--- src/rtl/fxp_pkg.sv ---
// Purpose: shared fixed-point helpers (widths, saturation limits) and accumulator FSM state type.
// Latency: none, package only.
// Backpressure: n/a.
package fxp_pkg;

    localparam int SAT_MAX_W = 128;

    typedef enum logic {
        ACC_IDLE,
        ACC_ACCUM
    } acc_state_t;

    function automatic int acc_width(input int data_w, input int coef_w, input int guard_w);
        return data_w + coef_w + guard_w;
    endfunction

    function automatic int cnt_width(input int max_frame);
        return $clog2(max_frame + 1);
    endfunction

    // Largest representable value of a w-bit word, returned LSB-aligned in a wide container.
    function automatic logic [SAT_MAX_W-1:0] sat_max(input int w, input bit is_signed);
        if (is_signed)
            return (SAT_MAX_W'(1) << (w - 1)) - SAT_MAX_W'(1);
        else
            return (SAT_MAX_W'(1) << w) - SAT_MAX_W'(1);
    endfunction

    function automatic logic [SAT_MAX_W-1:0] sat_min(input int w, input bit is_signed);
        if (is_signed)
            return SAT_MAX_W'(1) << (w - 1);
        else
            return '0;
    endfunction

endpackage

--- src/rtl/mac_product_pipe.sv ---
// Purpose: registers a sample/coef pair, multiplies, and extends the product to accumulator width.
// Latency: 2 enabled edges from input to prod_vld/prod_dat.
// Backpressure: none; ena=0 freezes both stages.
module mac_product_pipe #(
    parameter int DATA_WIDTH = 16,
    parameter int COEF_WIDTH = 16,
    parameter int ACC_WIDTH  = 40,
    parameter bit IS_SIGNED  = 1'b1
) (
    input  logic                  clk,
    input  logic                  rst,
    input  logic                  ena,
    input  logic                  in_valid,
    input  logic                  in_last,
    input  logic [DATA_WIDTH-1:0] din,
    input  logic [COEF_WIDTH-1:0] coef,
    output logic                  prod_vld,
    output logic                  prod_last,
    output logic [ACC_WIDTH-1:0]  prod_dat
);

    localparam int PW = DATA_WIDTH + COEF_WIDTH;

    logic                  s1_vld;
    logic                  s1_last;
    logic [DATA_WIDTH-1:0] s1_din;
    logic [COEF_WIDTH-1:0] s1_coef;
    logic [PW-1:0]         prod_full;
    logic [ACC_WIDTH-1:0]  prod_ext;

    // A PW-bit product of PW-bit extended operands is exact for both signednesses.
    generate
        if (IS_SIGNED) begin : g_signed
            assign prod_full = PW'($signed(s1_din)) * PW'($signed(s1_coef));
            assign prod_ext  = ACC_WIDTH'($signed(prod_full));
        end else begin : g_unsigned
            assign prod_full = PW'(s1_din) * PW'(s1_coef);
            assign prod_ext  = ACC_WIDTH'(prod_full);
        end
    endgenerate

    always_ff @(posedge clk) begin
        if (rst) begin
            s1_vld    <= 1'b0;
            s1_last   <= 1'b0;
            s1_din    <= '0;
            s1_coef   <= '0;
            prod_vld  <= 1'b0;
            prod_last <= 1'b0;
            prod_dat  <= '0;
        end else if (ena) begin
            s1_vld    <= in_valid;
            s1_last   <= in_last & in_valid;
            s1_din    <= din;
            s1_coef   <= coef;
            prod_vld  <= s1_vld;
            prod_last <= s1_last;
            prod_dat  <= prod_ext;
        end
    end

endmodule

--- src/rtl/mac_frame_accumulator.sv ---
// Purpose: framed multiply-accumulate, one sum/count/flags result per frame; MAC_ACC_SATURATE_EN clamps on overflow.
// Latency: 3 enabled edges from the last sample to out_valid.
// Backpressure: none; ena=0 freezes every register, outputs hold.
module mac_frame_accumulator
    import fxp_pkg::*;
#(
    parameter  int DATA_WIDTH = 16,
    parameter  int COEF_WIDTH = 16,
    parameter  int GUARD_BITS = 8,
    parameter  int MAX_FRAME  = 256,
    parameter  bit IS_SIGNED  = 1'b1,
    localparam int ACC_WIDTH  = acc_width(DATA_WIDTH, COEF_WIDTH, GUARD_BITS),
    localparam int CNT_WIDTH  = cnt_width(MAX_FRAME)
) (
    input  logic                  clk,
    input  logic                  rst,
    input  logic                  ena,
    input  logic                  in_valid,
    input  logic                  in_last,
    input  logic [DATA_WIDTH-1:0] din,
    input  logic [COEF_WIDTH-1:0] coef,
    output logic                  out_valid,
    output logic [ACC_WIDTH-1:0]  out_data,
    output logic [CNT_WIDTH-1:0]  out_count,
    output logic                  out_ovf,
    output logic                  out_trunc
);

    localparam int MSB = ACC_WIDTH - 1;

`ifdef MAC_ACC_SATURATE_EN
    localparam logic [ACC_WIDTH-1:0] ACC_MAX = ACC_WIDTH'(sat_max(ACC_WIDTH, IS_SIGNED));
    localparam logic [ACC_WIDTH-1:0] ACC_MIN = ACC_WIDTH'(sat_min(ACC_WIDTH, IS_SIGNED));
`endif

    logic                 prod_vld;
    logic                 prod_last;
    logic [ACC_WIDTH-1:0] prod_dat;

    acc_state_t           state;
    logic [ACC_WIDTH-1:0] acc;
    logic [CNT_WIDTH-1:0] cnt;
    logic                 ovf_sticky;

    logic [ACC_WIDTH-1:0] base_acc;
    logic [CNT_WIDTH-1:0] base_cnt;
    logic                 base_ovf;
    logic [ACC_WIDTH:0]   sum_ext;
    logic [ACC_WIDTH-1:0] sum;
    logic                 ovf_now;
    logic [ACC_WIDTH-1:0] acc_next;
    logic [CNT_WIDTH-1:0] cnt_next;
    logic                 frame_end;

    mac_product_pipe #(
        .DATA_WIDTH (DATA_WIDTH),
        .COEF_WIDTH (COEF_WIDTH),
        .ACC_WIDTH  (ACC_WIDTH),
        .IS_SIGNED  (IS_SIGNED)
    ) u_product_pipe (
        .clk       (clk),
        .rst       (rst),
        .ena       (ena),
        .in_valid  (in_valid),
        .in_last   (in_last),
        .din       (din),
        .coef      (coef),
        .prod_vld  (prod_vld),
        .prod_last (prod_last),
        .prod_dat  (prod_dat)
    );

    // Starting from zero in IDLE makes the first product a plain load that can never overflow.
    always_comb begin
        base_acc = (state == ACC_ACCUM) ? acc : '0;
        base_cnt = (state == ACC_ACCUM) ? cnt : '0;
        base_ovf = (state == ACC_ACCUM) ? ovf_sticky : 1'b0;
        sum_ext  = {1'b0, base_acc} + {1'b0, prod_dat};
        sum      = sum_ext[ACC_WIDTH-1:0];
        if (IS_SIGNED)
            ovf_now = (base_acc[MSB] == prod_dat[MSB]) && (sum[MSB] != prod_dat[MSB]);
        else
            ovf_now = sum_ext[ACC_WIDTH];
`ifdef MAC_ACC_SATURATE_EN
        if (ovf_now)
            acc_next = (IS_SIGNED && prod_dat[MSB]) ? ACC_MIN : ACC_MAX;
        else
            acc_next = sum;
`else
        acc_next = sum;
`endif
        cnt_next  = base_cnt + CNT_WIDTH'(1);
        frame_end = prod_vld && (prod_last || (cnt_next == CNT_WIDTH'(MAX_FRAME)));
    end

    always_ff @(posedge clk) begin
        if (rst) begin
            state      <= ACC_IDLE;
            acc        <= '0;
            cnt        <= '0;
            ovf_sticky <= 1'b0;
            out_valid  <= 1'b0;
            out_data   <= '0;
            out_count  <= '0;
            out_ovf    <= 1'b0;
            out_trunc  <= 1'b0;
        end else if (ena) begin
            out_valid <= frame_end;
            if (frame_end) begin
                out_data   <= acc_next;
                out_count  <= cnt_next;
                out_ovf    <= base_ovf | ovf_now;
                out_trunc  <= ~prod_last;
                state      <= ACC_IDLE;
                acc        <= '0;
                cnt        <= '0;
                ovf_sticky <= 1'b0;
            end else if (prod_vld) begin
                state      <= ACC_ACCUM;
                acc        <= acc_next;
                cnt        <= cnt_next;
                ovf_sticky <= base_ovf | ovf_now;
            end
        end
    end

endmodule

--- config.mk ---
export PLATFORM = sky130hd
export DESIGN_NAME = mac_frame_accumulator
export DESIGN_NICKNAME = d
export VERILOG_FILES = /design/src/rtl/fxp_pkg.sv /design/src/rtl/mac_product_pipe.sv /design/src/rtl/mac_frame_accumulator.sv
export SDC_FILE = /design/constraint.sdc
export NUM_CORES = 1
export LEC_CHECK = 0
export CORE_MARGIN = 2
export CORE_UTILIZATION = 50
export DETAILED_ROUTE_END_ITERATION = 12
export PLACE_DENSITY_LB_ADDON = 0.12
export SLEW_MARGIN = 20
export SYNTH_ARGS = -nofsm -noshare
export SYNTH_HDL_FRONTEND = slang
export SYNTH_SLANG_ARGS = --single-unit
export TNS_END_PERCENT = 100
--- constraint.sdc ---
create_clock -name clk -period 7.9 [get_ports clk]
set_input_delay 1.58 -clock clk [delete_from_list [all_inputs] [get_ports clk]]
set_output_delay 1.58 -clock clk [all_outputs]
set_load 0.03 [all_outputs]
# --- Word level (Yosys, flattened, before mapping) ---
# Index checks and enable logic that the tools add are counted.
op_classes:
  n_addsub: 2
  multipliers: 1
  eq_ne: 3
  n_mux: 11
  bitwise: 3
  reduce_logical: 6
op_table:
  columns: ["op", "n"]
  rows:
  - ["2-to-1 mux 40 bit", 3]
  - ["adder 40 bit", 1]
  - ["multiplier 16 x 16 -> 32 bit", 1]
  - ["2-to-1 mux 9 bit", 3]
  - ["adder 9 x 1 -> 9 bit, second input constant", 1]
  - ["equality test 9 bit, second input constant", 1]
  - ["2-to-1 mux 1 bit", 5]
  - ["AND reduction 2 bit", 2]
  - ["logical AND 1 bit", 2]
  - ["nonzero test 2 bit", 1]
  - ["AND 1 bit", 1]
  - ["equality test 1 bit", 1]
  - ["logical OR 1 bit", 1]
  - ["!= test 1 bit", 1]
  - ["inverter 1 bit", 1]
  - ["bitwise OR 1 bit", 1]
totals:
  regBits: 171
  input_bits: 37
  out_inout_bits: 52
  wordCells: 42

# --- Depth between registers and ports, before layout ---
# Gate-level depths: netlist of run 1.
logic_depth:
  depth_word: 7
  mapped_depth: 25

# --- Modules after synthesis ---
# A second synthesis of run 1 with hierarchy kept.
hier_totals:
  hier_cells: 2118
  area_unflattened_um2: 18651.6
modules_own_cells:
  columns: ["module", "n_inst", "cells_per_inst", "area_each_um2", "seq_area_each_um2"]
  rows:
  - ["mac_product_pipe", 1, 1332, 12391.9, 1361.3]
  - ["mac_frame_accumulator", 1, 786, 6259.8, 2062.0]

# --- Least setup slack after synthesis of run 1 ---
# No wires, ideal clock.
synth_timing:
  kind: "flip-flop to flip-flop"
  from: "register u_product_pipe.s1_din[15]"
  to: "register u_product_pipe.prod_dat[28]"
  setup_ns: 0.132
  t_arrival_ns: 5.968
  setup_slack_ns: 1.800
  path_stages_with_launch: 23
  path_buffers: 1
  synth_period_minus_slack_ns: 6.100
  cell_sequence: "dfxtp_1 clkbuf_1 nand2_1 fa_1 inv_1 fa_1 inv_1 fa_1 fa_1 inv_1 fa_1 inv_1 fa_1 inv_1 ha_1 and2_1 o21ai_0 o31ai_1 or4_1 a21o_1 a21oi_1 mux2i_1 o21ai_0"
synth_via:
  elab_chain_len: 1
synth_lines:
  columns: ["element", "line_no", "text"]
  rows:
  - ["from (decl)", "mac_product_pipe.sv:26", "logic [DATA_WIDTH-1:0] s1_din;"]
  - ["from (signal assigned)", "mac_product_pipe.sv:54", "s1_din <= din;"]
  - ["multiplier 16 x 16 -> 32 bit", "mac_product_pipe.sv:34", "assign prod_full = PW'($signed(s1_din)) * PW'($signed(s1_coef));"]
  - ["to (signal assigned)", "mac_product_pipe.sv:58", "prod_dat <= prod_ext;"]
  - ["to (decl)", "mac_product_pipe.sv:19", "output logic [ACC_WIDTH-1:0] prod_dat"]
# No other way between the ends.
# A chain may end at the register's enable or synchronous reset.

# --- Worst setup path in the final report of run 1 ---
# Ends and elaborated chain as after synthesis.

==> reports/metrics.cfg, run 1 <==
[outcome]
outcome=complete, no violations

[yosys]
yosys.area_share.simple=0.1822
yosysTopAreaCell=fa_1
async_flop_share=0
synth_ff_type=dfxtp_1
synth_area_per_cell_um2=8.584
synth_top_area_share=0.2834
syn_nets=2587
synth_warnings=0
synth_top_family_by_area=adder cells
synth_area_leaders=fa_1, dfxtp_1, ha_1
synth_area_mm2=0.01858
synthTopCellsByCount=inv_1, nand2_1, fa_1
yosys_register_bits=171
synth_xor_area_frac=0.03112
synthAdderAreaFrac=0.3663
ys_seq_area_frac=0.1843
synth.distinct_cells=73
synthMuxAreaShare=0.03024
synth_edf_count=0
synth.most_common_cell=inv_1
synth_compound_area_frac=0.1148
synthesis.instances=2164

[sta]
hold_ws_ns=0.4452
fin_setup_tns_ns=0
setup_viol=0
drv_slew=0
finalHoldViolations=0
fin_crit_ns=6.654
worstMarginPinSlew_ns=0.9318
rsz0062_at_grt=false
timing.final.ws_setup_ns=1.246
period_share=0.8422
max_freq_ghz=0.1503
slew_headroom=0.3788
fin_skew_ns=0.01140

[final_layout]
antennaDiodeCount=0
instances_no_fill=2672
final_util=0.5553
area_delta_synth_final_pct=9.444
finalNetCount=2614
final_area_mm2=0.02033
nFillCells=3491
layout-drive-gt1-share=0.03358

[clock_network]
cts_root_buffer=clkbuf_16
numClockSinks=171
ctsResizeCount=0
cts_setup_buffers=0
cts_tree=done
clk_pin_slew_worst_paths_ns=0.07
cts_hold_buf=0
clk_latency_ns=0.46
htreeDepth=4
numCtsBuffers=17
ctsLongestPathBuffers=2

[grt]
gr-total-overflow=0
grt_pass1_wl_um=77950
grt_usage=0.2562
grt_pass1_vias=15310
antenna_found_initial=1
grt_max_degree=87

[placement]
hpwlAfterDp_um=35910
dpl_worst_slack_ns=1.318
dpl_cell_area_mm2=0.01978
place_congestion=0.8945
placed_cells=2640
numPortBuffers=88

[setup_path]
reg2reg_depth=21
r2r_start=u_product_pipe.s1_din[15]
start_kind=flip-flop
critPathArrivalTime_ns=6.97
r2r_setup_slack_ns=1.25
cp_max_fo=17
cp.required_ns=8.22
reg2reg_to=u_product_pipe.prod_dat[28]
worstSetupPathType=reg -> reg
crit_path_end_kind=flip-flop

[drt]
drt-pass1-iter-count=5
drt-total-wl_um=46220
drc_errors=0
dr.first_iter.drc_count=782
num_vias=14600
viasPerCell=5.466
ant_nets=0
wl_per_cell_um=17.30

[die]
io_pins=89
die_y_um=196.7
core_area_mm2=0.03661
die_w_um=196.7
rows=70
initial_core_util=0.5074
dieArea_mm2=0.03871

[run]
drv_cap=0

[power_and_ir_drop]
clkPwrFrac=0.309
switchingPower_mw=1.005
power.density_mw_per_mm2=133.0
swShare=0.3718
comb_power_share=0.330
power.internal_mw=1.698
seqPwrFrac=0.361
fin_total_pwr_mw=2.703
p_leak_nw=9.448
ir_worst_vdd_mv=0.1709

[min_path]
min_to=acc[35]
whs_path_depth=2
hp-start=acc[35]
hold_path.class=reg -> reg

logic make-up (layout without fill, tap and decap cells):
logic type / Yosys count / in the layout
AND/OR/NAND/NOR: 715 / 715
AO/OA/AOI/OAI: 327 / 327
adder cells (fa/ha/maj): 386 / 386
flip-flops: 171 / 171
multiplexers: 56 / 56
XOR/XNOR: 66 / 66
buffers and inverters: 443 / 483
flip-flops by register name, indices dropped and copies added (netlist names), 9 cells and up:
register and flops:
acc 40, cnt 9, out_count 9, out_data 40
u_product_pipe.prod_dat 32, u_product_pipe.s1_coef 16, u_product_pipe.s1_din 16
power by group through the flow:
stage | Combinational (mW) | Clock (mW) | Sequential (mW)
floorplan | 0.701 | 0 | 0.948
detailed placement | 0.896 | 0 | 0.996
global placement | 0.885 | 0 | 0.995
CTS | 0.902 | 0.855 | 0.976
finish | 0.891 | 0.835 | 0.977
global route | 1.03 | 0.886 | 0.984
area by class of cell:
type | count | area, µm² | area share
timing repair buffer | 105 | 1003 | 0.04936
tap | 468 | 585.6 | 0.02880
clock inverter | 13 | 107.6 | 0.005293
inverter | 346 | 1299 | 0.06388
clock buffer | 19 | 442.9 | 0.02179
sequential | 171 | 3423 | 0.1684
multi-input combinational | 1550 | 13470 | 0.6625
cells in the final DEF, fill, tap and decap left out, types with 21 or more instances in the layout:
master | Yosys | final
mux2i_1 | 55 | 55
dfxtp_1 | 171 | 171
nor3_1 | 22 | 22
nand3_1 | 45 | 45
ha_1 | 123 | 123
o21ai_0 | 41 | 41
xnor2_1 | 45 | 45
xor2_1 | 21 | 21
a21oi_1 | 131 | 131
and2_1 | 170 | 170
nand2_1 | 273 | 273
inv_1 | 345 | 345
nor2_1 | 145 | 144
fa_1 | 263 | 263
clkdlybuf4s50_1 | 0 | 86
a21o_1 | 29 | 29
metal layers:
metal  vias to the layer above  part of all wire  track usage
li1                       6928                 -            -
met1                      7322              0.44       0.3326
met2                       283              0.50       0.4424
met3                        69             0.036      0.04192
met4                         2             0.024      0.07268
met5                         -           0.00024            0
worst max-delay path: stages (launching register included):
cell and delay, ns:
dfxtp_1 0.70, nand2_1 0.28, fa_1 0.60, inv_1 0.08
fa_1 0.78, inv_1 0.17, fa_1 0.44, fa_1 0.54
inv_1 0.06, fa_1 0.52, inv_1 0.05, fa_1 0.47
inv_1 0.04, ha_1 0.32, and2_1 0.17, o21ai_0 0.14
o31ai_1 0.13, or4_1 0.40, a21o_1 0.20, a21oi_1 0.17
mux2i_1 0.19, o21ai_0 0.09
worst max path at each step:
| stage | startpoint | endpoint | slack [ns] | depth (start not counted) |
|---|---|---|---|---|
| 6_report | u_product_pipe.s1_din[15] | u_product_pipe.prod_dat[28] | 1.25 | 21 |
| 4_1_cts | u_product_pipe.s1_din[15] | u_product_pipe.prod_dat[28] | 1.27 | 21 |
| 5_1_grt | u_product_pipe.s1_din[15] | u_product_pipe.prod_dat[28] | 0.86 | 21 |
| 2_1_floorplan | u_product_pipe.s1_din[15] | u_product_pipe.prod_dat[28] | 1.80 | 22 |
| 3_3_place_gp | u_product_pipe.s1_din[15] | u_product_pipe.prod_dat[28] | 1.43 | 21 |
| 3_5_place_dp | u_product_pipe.s1_din[15] | u_product_pipe.prod_dat[28] | 1.32 | 21 |
Power figures use the tool's default switching activity.
==> run 2: changes to the inputs <==
clock period = 5.9 ns   (was 7.9 ns; I/O delays follow)
==> reports/metrics.cfg, run 2 (synthesis gave the netlist of run 1 again) <==
[die]
dieArea_mm2=0.03871  ; unchanged
initial_core_util=0.5074  ; unchanged
rows=70  ; unchanged
die_w_um=196.7  ; unchanged
core_area_mm2=0.03661  ; unchanged
io_pins=89  ; unchanged
die_y_um=196.7  ; unchanged

[grt]
grt_max_degree=67  ; -23%
grt_usage=0.2555  ; -0.0006589
grt_pass1_vias=15930  ; +4.1%
antenna_found_initial=0  ; -1
gr-total-overflow=0  ; unchanged
grt_pass1_wl_um=78860  ; +1.2%

[power_and_ir_drop]
comb_power_share=0.371  ; +0.041
ir_worst_vdd_mv=0.2178  ; +27%
power.density_mw_per_mm2=179.0  ; +35%
switchingPower_mw=1.424  ; +42%
seqPwrFrac=0.330  ; -0.031
fin_total_pwr_mw=3.874  ; +43%
p_leak_nw=10.04  ; +6.3%
clkPwrFrac=0.300  ; -0.009
power.internal_mw=2.450  ; +44%
swShare=0.3676  ; -0.004221

[sta]
worstMarginPinSlew_ns=0.9897  ; +0.05789 ns
rsz0062_at_grt=true
max_freq_ghz=0.1735  ; +15%
slew_headroom=0.3378  ; -0.04103
fin_crit_ns=5.762  ; -0.8911 ns
fin_skew_ns=0.01417  ; +0.002777 ns
fin_setup_tns_ns=0  ; unchanged
setup_viol=0  ; unchanged
period_share=0.9767  ; +0.1345
finalHoldViolations=0  ; unchanged
drv_slew=0  ; unchanged

[min_path]
hold_path.class=reg -> reg

[clock_network]
numCtsBuffers=17  ; unchanged
clk_latency_ns=0.46  ; about the same
cts_tree=done
cts_root_buffer=clkbuf_16
clk_pin_slew_worst_paths_ns=0.08  ; about the same
htreeDepth=4  ; unchanged
cts_hold_buf=0  ; unchanged
numClockSinks=171  ; unchanged
ctsLongestPathBuffers=2  ; unchanged

[setup_path]
cpPeakStageDelay_ns=0.53  ; -0.25 ns
cp_max_fo=9  ; -8
crit_chain=buf_12 -> and2_1 -> fa_1 -> inv_1 -> fa_1 -> fa_1 -> inv_1 -> fa_1 -> fa_1 -> inv_1 -> fa_1 -> inv_1 -> ha_1 -> and2_4 -> o211ai_1 -> a31oi_2 -> o21ai_2 -> a31o_4 -> o21a_4 -> a21oi_2 -> mux2i_1 -> a21oi_1
critPathArrivalTime_ns=6.08  ; -0.89 ns
crit_path_end_kind=flip-flop
cp.required_ns=6.22  ; -2.00 ns
r2r_setup_slack_ns=0.14  ; -1.11 ns
worst_path_most_repeated_cell=fa_1
worstSetupPathType=reg -> reg
cp_slowest_cell=fa_1
start_kind=flip-flop

[final_layout]
antennaDiodeCount=0  ; unchanged
final_common_cell=inv_1
layout-drive-gt1-share=0.1210  ; +0.08741
finalNetCount=2717  ; +3.9%
area_delta_synth_final_pct=16.52
mostFrequentLayoutCells=inv_1, nand2_1, fa_1, and2_1, dfxtp_1
reg_top3=acc (40), out_data (40), u_product_pipe.prod_dat (32)
final_area_mm2=0.02164  ; +6.5%

[outcome]
outcome=complete, no violations

[drt]
drt-total-wl_um=46380  ; +0.33%
viasPerCell=5.388  ; -1.4%
wl_per_cell_um=16.72  ; -3.4%
drt-pass1-iter-count=5  ; unchanged
drc_errors=0  ; unchanged
ant_nets=0  ; unchanged
num_vias=14950  ; +2.3%
dr.first_iter.drc_count=777  ; -0.64%

[run]
drv_cap=0  ; unchanged

[placement]
place_congestion=0.8641  ; -3.4%
dpl_cell_area_mm2=0.02064  ; +4.4%
hpwlAfterDp_um=36580  ; +1.9%
numPortBuffers=88  ; unchanged

==> run 2: cell count changes in the layout (fill, tap and decap cells not counted), moves of 13 or more <==
cell / change
fa_1: -17
dfxtp_2: +13
fa_2: +17
inv_1: -15
buf_4: +87
dfxtp_4: +14
inv_2: +15
dfxtp_1: -27
==> run 2: final timing paths <==
check                                 from  depth (start not counted)                           to
setup / recovery  u_product_pipe.s1_din[8]                         22  u_product_pipe.prod_dat[31]
hold / removal                     acc[35]                          2                      acc[35]
setup reg to reg  u_product_pipe.s1_din[8]                         22  u_product_pipe.prod_dat[31]
hold reg to reg                    acc[35]                          2                      acc[35]
==> run 2: layer usage <==
layer / wire, µm / GRT usage
met2: 22930 / 0.4456
met3: 1609 / 0.03234
met4: 1227 / 0.07268
met1: 20610 / 0.3342
met5: 0 / 0
==> run 2: per-stage QoR <==
step	utilization	hold WS (ns)	setup slack, ns	instances
final	0.5912	0.4403	0.1376	2774
after global routing	0.5912	0.4652	-0.09413	2774
after CTS	0.5808	0.4459	0.003401	2769
after detailed placement	0.5638	0.4341	-0.2091	2738
after global placement	0.5638	0.4282	-0.05123	2738
after floorplan	-	0.4150	-0.01852	2164
==> run 2: power by group through the flow <==
stage	Combinational [mW]	Sequential, mW	Clock [mW]
after floorplan	0.940	1.27	0
after global placement	1.34	1.30	0
after detailed placement	1.35	1.30	0
after CTS	1.37	1.28	1.19
after global routing	1.62	1.28	1.23
final	1.44	1.28	1.16
==> run 2: final cells by class <==
type | count | area (µm²)
Fill cell | 3274 | 14970
Multi-Input combinational cell | 1550 | 13770
Sequential cell | 171 | 3492
Timing Repair Buffer | 208 | 1916
Inverter | 346 | 1299
Tap cell | 468 | 585.6
Clock buffer | 17 | 425.4
Clock inverter | 14 | 156.4
==> run 2: timing repair <==
item / CTS / global route
gates resized for setup: 19 / 117
setup endpoints to repair: 12 / 14
pin swaps: 4 / 44
setup buffers: 0 / 6
==> run 2: worst max-delay path, delay by kind of cell, from the launching register on <==
family / cells / cell delay [ns]
fa+ha+maj: 7 / 3.26
compound gates: 7 / 1.22
flops: 1 / 0.33
buf+inv: 5 / 0.33
simple gates: 2 / 0.29
mux: 1 / 0.19
